### config.mk
export PLATFORM = sky130hd
export DESIGN_NAME = score_display_driver
export DESIGN_NICKNAME = d
export VERILOG_FILES = /design/src/rtl/whackamole_pkg.sv /design/src/rtl/bin2bcd_seq.sv /design/src/rtl/score_display_driver.sv
export SDC_FILE = /design/constraint.sdc
export NUM_CORES = 1
export LEC_CHECK = 0
export CAP_MARGIN = 25
export CORE_MARGIN = 4
export CORE_UTILIZATION = 30
export DETAILED_ROUTE_END_ITERATION = 12
export PLACE_DENSITY = 0.49
export SYNTH_ARGS = -nofsm -noshare
export SYNTH_HDL_FRONTEND = slang
export SYNTH_HIERARCHICAL = 1
export SYNTH_SLANG_ARGS = --single-unit
### constraint.sdc
create_clock -name clock -period 2.4 [get_ports clock]
set_input_delay 0.24 -clock clock [delete_from_list [all_inputs] [get_ports clock]]
set_output_delay 0.24 -clock clock [all_outputs]
set_load 0.005 [all_outputs]
### src/rtl/whackamole_pkg.sv
// Shared definitions for the whack-a-mole display path.
//   conv_state_e  : states of the sequential binary-to-BCD converter
//   SEG_*         : active-low 7-segment codes, bit order {g,f,e,d,c,b,a}
//   digit_to_seg  : BCD nibble to segment code, blank for non-decimal nibbles
package whackamole_pkg;

    typedef enum logic [1:0] {
        IDLE,
        LOAD,
        SHIFT,
        DONE
    } conv_state_e;

    localparam logic [6:0] SEG_BLANK = 7'h7F;
    localparam logic [6:0] SEG_P     = 7'b0001100;
    localparam logic [6:0] SEG_E     = 7'b0000110;
    localparam logic [6:0] SEG_DASH  = 7'b0111111;

    localparam logic [6:0] SEG_DIGIT [0:9] = '{
        7'b1000000, 7'b1111001, 7'b0100100, 7'b0110000, 7'b0011001,
        7'b0010010, 7'b0000010, 7'b1111000, 7'b0000000, 7'b0010000
    };

    function automatic logic [6:0] digit_to_seg(input logic [3:0] d);
        logic [6:0] code;
        code = SEG_BLANK;
        if (d <= 4'd9) begin
            code = SEG_DIGIT[d];
        end
        return code;
    endfunction

endpackage

### src/rtl/bin2bcd_seq.sv
// Sequential double-dabble converter: one shift per clock.
//   clock, reset : system clock, synchronous active-high reset
//   start        : request a conversion of bin (sampled only while idle)
//   bin          : binary value; values above 99 saturate to 99
//   busy         : high in LOAD and SHIFT
//   done         : high for the single DONE cycle in which tens/ones update
//   tens, ones   : last completed result, updated together so no partial value is ever seen
module bin2bcd_seq
    import whackamole_pkg::*;
#(
    parameter int unsigned SCORE_W = 6
) (
    input  logic               clock,
    input  logic               reset,
    input  logic               start,
    input  logic [SCORE_W-1:0] bin,
    output logic               busy,
    output logic               done,
    output logic [3:0]         tens,
    output logic [3:0]         ones
);

    localparam int unsigned SHW   = SCORE_W + 8;
    localparam int unsigned CNT_W = $clog2(SCORE_W + 1);

    conv_state_e        state_q, state_d;
    logic [SCORE_W-1:0] bin_q, bin_d;
    logic [SHW-1:0]     shreg_q, shreg_d;
    logic [CNT_W-1:0]   cnt_q, cnt_d;
    logic [3:0]         tens_q, tens_d;
    logic [3:0]         ones_q, ones_d;

    logic [SCORE_W-1:0] sat;
    logic [SHW-1:0]     adj;
    logic [SHW-1:0]     shifted;

    always_comb begin
        sat = bin_q;
        if (32'(bin_q) > 32'd99) begin
            sat = SCORE_W'(99);
        end
    end

    // One double-dabble step: correct each BCD nibble >= 5, then shift.
    always_comb begin
        adj = shreg_q;
        if (adj[SCORE_W+4 +: 4] >= 4'd5) begin
            adj[SCORE_W+4 +: 4] = adj[SCORE_W+4 +: 4] + 4'd3;
        end
        if (adj[SCORE_W +: 4] >= 4'd5) begin
            adj[SCORE_W +: 4] = adj[SCORE_W +: 4] + 4'd3;
        end
        shifted = {adj[SHW-2:0], 1'b0};
    end

    always_comb begin
        state_d = state_q;
        bin_d   = bin_q;
        shreg_d = shreg_q;
        cnt_d   = cnt_q;
        tens_d  = tens_q;
        ones_d  = ones_q;
        case (state_q)
            IDLE: begin
                if (start) begin
                    bin_d   = bin;
                    state_d = LOAD;
                end
            end
            LOAD: begin
                shreg_d = {8'b0, sat};
                cnt_d   = '0;
                state_d = SHIFT;
            end
            SHIFT: begin
                shreg_d = shifted;
                cnt_d   = cnt_q + 1'b1;
                if (cnt_q == CNT_W'(SCORE_W - 1)) begin
                    state_d = DONE;
                end
            end
            DONE: begin
                tens_d  = shreg_q[SCORE_W+4 +: 4];
                ones_d  = shreg_q[SCORE_W +: 4];
                state_d = IDLE;
            end
            default: state_d = IDLE;
        endcase
    end

    always_ff @(posedge clock) begin
        if (reset) begin
            state_q <= IDLE;
            bin_q   <= '0;
            shreg_q <= '0;
            cnt_q   <= '0;
            tens_q  <= '0;
            ones_q  <= '0;
        end else begin
            state_q <= state_d;
            bin_q   <= bin_d;
            shreg_q <= shreg_d;
            cnt_q   <= cnt_d;
            tens_q  <= tens_d;
            ones_q  <= ones_d;
        end
    end

    assign busy = (state_q == LOAD) || (state_q == SHIFT);
    assign done = (state_q == DONE);
    assign tens = tens_q;
    assign ones = ones_q;

endmodule

### src/rtl/score_display_driver.sv
// Drives a 4-digit common-anode 7-segment display from the game score and status.
//   clock, reset : 100MHz clock, synchronous active-high reset
//   tick_in      : 1kHz square wave; each rising edge advances the scan by one digit
//   score        : binary score, converted to two BCD digits
//   game_active  : game running, shows 'P' in the leftmost digit
//   game_over    : timer expired, shows 'E' and blinks the whole display
//   seg          : active-low segments {g,f,e,d,c,b,a}
//   an           : active-low anode enables, an[0] is the rightmost digit
//   conv_busy    : BCD conversion in progress
module score_display_driver
    import whackamole_pkg::*;
#(
    parameter int unsigned SCORE_W     = 6,
    parameter int unsigned BLINK_TICKS = 500
) (
    input  logic               clock,
    input  logic               reset,
    input  logic               tick_in,
    input  logic [SCORE_W-1:0] score,
    input  logic               game_active,
    input  logic               game_over,
    output logic [6:0]         seg,
    output logic [3:0]         an,
    output logic               conv_busy
);

    localparam int unsigned BC_W = $clog2(BLINK_TICKS + 1);

    logic               tick_q;
    logic               scan_en;
    logic [1:0]         scan_idx_q, scan_idx_d;
    logic [BC_W-1:0]    blink_cnt_q, blink_cnt_d;
    logic               blink_off_q, blink_off_d;
    logic [SCORE_W-1:0] last_score_q, last_score_d;
    logic [SCORE_W-1:0] pend_q, pend_d;
    logic [6:0]         seg_q, seg_d;
    logic [3:0]         an_q, an_d;

    logic               start;
    logic               conv_done;
    logic [3:0]         bcd_tens;
    logic [3:0]         bcd_ones;
    logic [1:0]         shown_idx;
    logic [6:0]         glyph;

    assign scan_en = tick_in & ~tick_q;
    assign start   = (score != last_score_q);

    bin2bcd_seq #(
        .SCORE_W(SCORE_W)
    ) u_bin2bcd (
        .clock(clock),
        .reset(reset),
        .start(start),
        .bin  (score),
        .busy (conv_busy),
        .done (conv_done),
        .tens (bcd_tens),
        .ones (bcd_ones)
    );

    // The converter samples score only while idle; remember that value so it becomes
    // last_score exactly when its result lands.
    always_comb begin
        pend_d       = pend_q;
        last_score_d = last_score_q;
        if (start && !conv_busy && !conv_done) begin
            pend_d = score;
        end
        if (conv_done) begin
            last_score_d = pend_q;
        end
    end

    always_comb begin
        blink_cnt_d = blink_cnt_q;
        blink_off_d = blink_off_q;
        if (!game_over) begin
            blink_cnt_d = '0;
            blink_off_d = 1'b0;
        end else if (scan_en) begin
            if (blink_cnt_q == BC_W'(BLINK_TICKS - 1)) begin
                blink_cnt_d = '0;
                blink_off_d = ~blink_off_q;
            end else begin
                blink_cnt_d = blink_cnt_q + 1'b1;
            end
        end
    end

    // scan_idx names the next digit to light; the lit digit is the one before it.
    always_comb begin
        scan_idx_d = scan_idx_q;
        an_d       = an_q;
        shown_idx  = scan_idx_q - 2'd1;
        if (scan_en) begin
            scan_idx_d = scan_idx_q + 2'd1;
            an_d       = ~(4'b0001 << scan_idx_q);
            shown_idx  = scan_idx_q;
        end
    end

    always_comb begin
        glyph = SEG_BLANK;
        case (shown_idx)
            2'd0: glyph = digit_to_seg(bcd_ones);
            2'd1: glyph = (bcd_tens == 4'd0) ? SEG_BLANK : digit_to_seg(bcd_tens);
            2'd2: glyph = SEG_BLANK;
            2'd3: begin
                if (game_over) begin
                    glyph = SEG_E;
                end else if (game_active) begin
                    glyph = SEG_P;
                end else begin
                    glyph = SEG_DASH;
                end
            end
            default: glyph = SEG_BLANK;
        endcase
        // Using the next blink state lets the display recover on the edge game_over drops.
        seg_d = (an_d == 4'hF || blink_off_d) ? SEG_BLANK : glyph;
    end

    always_ff @(posedge clock) begin
        if (reset) begin
            tick_q       <= 1'b0;
            scan_idx_q   <= '0;
            blink_cnt_q  <= '0;
            blink_off_q  <= 1'b0;
            last_score_q <= '0;
            pend_q       <= '0;
            seg_q        <= SEG_BLANK;
            an_q         <= 4'hF;
        end else begin
            tick_q       <= tick_in;
            scan_idx_q   <= scan_idx_d;
            blink_cnt_q  <= blink_cnt_d;
            blink_off_q  <= blink_off_d;
            last_score_q <= last_score_d;
            pend_q       <= pend_d;
            seg_q        <= seg_d;
            an_q         <= an_d;
        end
    end

    assign seg = seg_q;
    assign an  = an_q;

endmodule
# Word-level counts from Yosys, hierarchy flattened
# Memory sizes are Yosys's and may differ from the RTL's.
# Cells that the tools add are included.
# op_classes
div	0
eq_ne	12
n_lt_le_gt_ge	6
n_reduce_logical	14
n_addsub	6
bitwise	7
n_mul	0
muxes	23
n_shift	1
# ops
operator	n
7-bit 2-to-1 mux	7
14-bit one-hot mux with 2 select lines	1
7-bit one-hot mux with 4 select lines	1
6-bit 2-to-1 mux	2
5-bit greater-or-equal comparator (second input constant)	2
4-bit NOT with 5-bit output	2
9-bit by 1-bit adder with 9-bit output (second input constant)	1
9-bit equality test (second input constant)	1
9-bit 2-to-1 mux	1
2-bit equality test (second input constant)	4
4-bit by 3-bit greater-or-equal comparator with 1-bit output (second input constant)	2
4-bit less-or-equal comparator (second input constant)	2
4-bit 2-to-1 mux	2
2-bit one-hot mux with 4 select lines	1
2-bit 2-to-1 mux	3
6-bit inequality test	1
3-bit one-hot mux with 2 select lines	1
4-bit by 2-bit adder with 4-bit output (second input constant)	1
2-bit by 1-bit equality test with 1-bit output (second input constant)	2
4-bit equality test (second input constant)	1
2-bit zero test	2
4-bit zero test	1
4-bit NOT	1
2-bit AND reduction	2
other kinds (17)	25
# totals
out_inout_bits	12
ff_bits	69
mem_bits_rw	0
mem_count	2
romBits	224
wordCells	85
latchBits	0
# mem_list
memory	words	word_bits	rd	rd_ports_with_merged_regs	write_ports	line	rtl
(name not given)	16	7	1	0	0	whackamole_pkg.sv:28	code = SEG_DIGIT[d];
(name not given)	16	7	1	0	0	whackamole_pkg.sv:28	

# Logic depth before layout (Yosys ltp)
# depth
depth_word	7
mapped_depth	8

# By module
# Netlist, hierarchy kept.
# by_module_without_submodules
module	area_each_um2	cells_per_inst	n_inst
score_display_driver	1981.9	223	1
bin2bcd_seq	1460.2	163	1

# Worst setup path after synthesis
# No wires, ideal clock.
# synth_path
path_type	reg-to-reg
startpoint	register scan_idx_q[0]
endpoint	register seg_q[1], in the netlist seg[1]
arrival_ns	1.468
period_less_slack_ns	1.599
path_slack_ns	0.801
setup_time_ns	0.131
stages_incl_launch_ff	6
path_cell_list	dfxtp_1 -> inv_1 -> ha_1 -> mux2_4 -> nor4b_1 -> o31ai_1
# synth_via
elab_chain_len	6
# synth_rtl
item	line	rtl
start: declaration	score_display_driver.sv:31	logic [1:0] scan_idx_q, scan_idx_d;
start signal: assignment	score_display_driver.sv:136	scan_idx_q <= scan_idx_d;
branches (longest 6 deep; another with 2-bit by 1-bit subtractor with 2-bit output)	--	
end signal: assignment	score_display_driver.sv:141	seg_q <= seg_d;
end: declaration	score_display_driver.sv:36	logic [6:0] seg_q, seg_d;
# Parallel ways; which one is timed is not known.
# A chain may end at the register's enable or synchronous reset.

# Worst setup path after layout
# layout_path
startpoint	register u_bin2bcd.state_q[1]
endpoint	output conv_busy
# layout_via
elab_chain_len	2
# layout_rtl
item	line	rtl
start: declaration	bin2bcd_seq.sv:26	conv_state_e state_q, state_d;
start signal: assignment	bin2bcd_seq.sv:100	state_q <= state_d;
2-bit by 1-bit equality test with 1-bit output / 2-bit equality test (equally long branches)	bin2bcd_seq.sv:109	assign busy = (state_q == LOAD) || (state_q == SHIFT);
1-bit logical OR *	bin2bcd_seq.sv:109	
end: declaration	score_display_driver.sv:24	output logic conv_busy
# Every way passes the cells marked *; elsewhere a longest branch is shown, timed or not.

==> results.ini <==
[status]
outcome=completed

[floorplan]
fp.dieW_um=115
io-pin-count=23
core_area_um2=11000
initial_utilization=0.312
die_h_um=115
die-area_um2=13300
core.rowCount=38

[setup_path]
path_class=reg2out
end_kind=output port
cp_max_fo=5
start_kind=register
crit_required_ns=2.16
crit_arrival_ns=1.73

[synth]
yosysTopAreaCellShare=0.401
synth.cells.most_frequent=dfxtp_1 (69), nor2_1 (60), a21oi_1 (31)
yosys.area.top_type=dfxtp_1
ys_async_sr_fraction=0
ys_ff_latch=69
synth_area_um2=3440
synthTopCellsByArea=dfxtp_1 (40%), ha_1 (9.1%), mux2i_1 (8.1%)
yosysMostFrequentCell=dfxtp_1
synth_area_per_cell_um2=8.92
synth-edff-count=0
synthCells=386
ys_seq_area_frac=0.401
syn_nets=422
synth_ff_type=dfxtp_1
ys_warn_count=6
synth.distinct_cells=48

[grt]
antenna_found_initial=0
overflow=0
grt_start_max_net_pins=44
grt_pass1_vias=2587
grt_pass1_wl_um=12300
grtUsageTotal=0.113

[drt]
antenna_left=0
routed_wl_um=6820
vias=2663
viasPerCell=4.82
wl_per_cell_um=12.3
dr.pass1.iters=6
drc_errors=0
drt_first_iter_violations=99

[finish]
syn_to_final_growth_pct=18.4
drive_gt1_frac=0.0799
final_cell_area_um2=4080
finalNetCount=444
antenna_cells=0
fillerInstances=1146

[timing]
setup_ws_ns=0.428
fin_hold_ws_ns=0.238
setup_viol_count_final=0
rsz0062_at_grt=no
min_period_ns=1.97
fin_crit_sh=0.822
fmax_ghz=0.507
fin_skew_ns=0.00542
maxSlewViolCount=0
hold_violations=0
tightestPinTransition_ns=0.454
fin_setup_tns_ns=0
slew_headroom=0.697

[power]
pwr-share-comb=0.245
p_per_area_nw_per_um2=838
pwr-share-clk=0.353
swShare=0.303
leakagePower_nw=1.54
p_switching_mw=1.04
seq_power_share=0.402
p_total_mw=3.41
vdd_drop_max_v=0.000432
p_int_mw=2.38

[clocking]
cts-root-buf=clkbuf_16
holdBufCountCts=0
numCtsBuffers=9
tritoncts=yes
clkTransAtPathRegs_ns=0.06
cts_setup_buffers=0
clk_path_buf_depth=2
cts_sinks=69
clk_latency_ns=0.32
htree_levels=3
ctsResizeCount=0

[placement]
io_buffer_count=22
place_area_um2=3800
dp.final_hpwl_um=4950
routabilityCongestion=0.775
place_ws_ns=0.260

[hold_path]
hold_path_class=in2reg

[run]
maxCapViolCount=0

[kinds of logic (layout without fill, tap and decap cells)]
| group | after synthesis | count (layout) | synth area share |
|---|---|---|---|
| DFF | 69 | 69 | 0.401 |
| AOI/OAI and AO/OA | 71 | 71 | 0.132 |
| xor gates and xnor gates | 18 | 18 | 0.0458 |
| adders and majority gates | 25 | 25 | 0.0909 |
| buffers and inverters | 35 | 62 | 0.0429 |
| and+or+nand+nor | 139 | 139 | 0.201 |
| muxes | 29 | 29 | 0.0858 |
[worst max-delay path, stage by stage, from the launching register on]
cell	delay (ns)
dfxtp_1	0.39
inv_1	0.09
ha_1	0.39
clkdlybuf4s50_1	0.54
[per-layer routing]
metal	track usage	routed length, um	share of wire	vias to the layer above
met5	0	0	0	-
met4	0.0282	0	0	0
met3	0.0363	257	0.038	0
met2	0.181	3140	0.46	48
met1	0.148	3420	0.50	1229
li1	-	-	-	1386
[registers in the layout, summed over array words and instances, names as in the netlist]
name and flops:
u_bin2bcd/cnt_q 3, scan_idx_q 2, pend_q 6, an 4
u_bin2bcd/shreg_q 14, u_bin2bcd/bin_q 6, u_bin2bcd/state_q 2, last_score_q 6
blink_off_q 1, blink_cnt_q 9, seg 7, tick_q 1
u_bin2bcd/ones 4, u_bin2bcd/tens 4
[metrics by stage]
stage / cells / util
3_5_place_dp: 537 / 0.344
2_1_floorplan: 386 / -
6_report: 553 / 0.369
5_1_grt: 553 / 0.369
4_1_cts: 553 / 0.369
3_3_place_gp: 537 / 0.344
[cells in the final DEF (no fill, tap or decap), types with 3 or more instances in the layout]
master,synthesis,routed
inv_1,18,18
and4_1,4,4
and4bb_2,4,4
nor2_1,60,60
o31ai_1,5,5
nand2b_1,9,9
a21oi_1,31,31
nand3_1,12,12
clkdlybuf4s50_1,0,21
dfxtp_1,69,69
a22o_1,4,4
a211oi_1,7,7
buf_4,1,6
o21ai_0,7,7
nor3_1,3,3
clkbuf_16,0,9
nand4_1,5,5
xnor2_1,10,10
clkinv_2,0,3
nand2_1,27,27
mux2i_1,28,28
nor2b_1,4,4
ha_1,25,25
xor2_1,8,8
[cell type report]
type / count / area, um2 / share of cell area
Tap cell: 140 / 175 / 0.0430
Timing Repair Buffer: 28 / 260 / 0.0639
Multi-Input combinational cell: 282 / 1910 / 0.469
Clock inverter: 6 / 38.8 / 0.00952
Sequential cell: 69 / 1380 / 0.339
Clock buffer: 10 / 239 / 0.0586
Inverter: 18 / 67.6 / 0.0166
[final timing paths]
| check | startpoint | end | slack (ns) | cells after the start |
|---|---|---|---|---|
| worst max-delay path | u_bin2bcd/state_q[1] | conv_busy | 0.43 | 3 |
| worst min-delay path | reset | scan_idx_q[1] | 0.24 | 2 |
| worst max register to register | u_bin2bcd/state_q[1] | u_bin2bcd/cnt_q[0] | 0.53 | 6 |
| worst min register to register | u_bin2bcd/bin_q[3] | u_bin2bcd/bin_q[3] | 0.46 | 2 |
[power groups by stage]
| stage | sequential, mW | clock, mW | combinational [mW] |
|---|---|---|---|
| after global placement | 1.40 | 0 | 0.838 |
| after global routing | 1.40 | 1.31 | 0.947 |
| after floorplan | 1.38 | 0 | 0.630 |
| after detailed placement | 1.40 | 0 | 0.837 |
| after CTS | 1.38 | 1.25 | 0.842 |
| final | 1.37 | 1.20 | 0.837 |
Power figures use the tool's default switching activity.
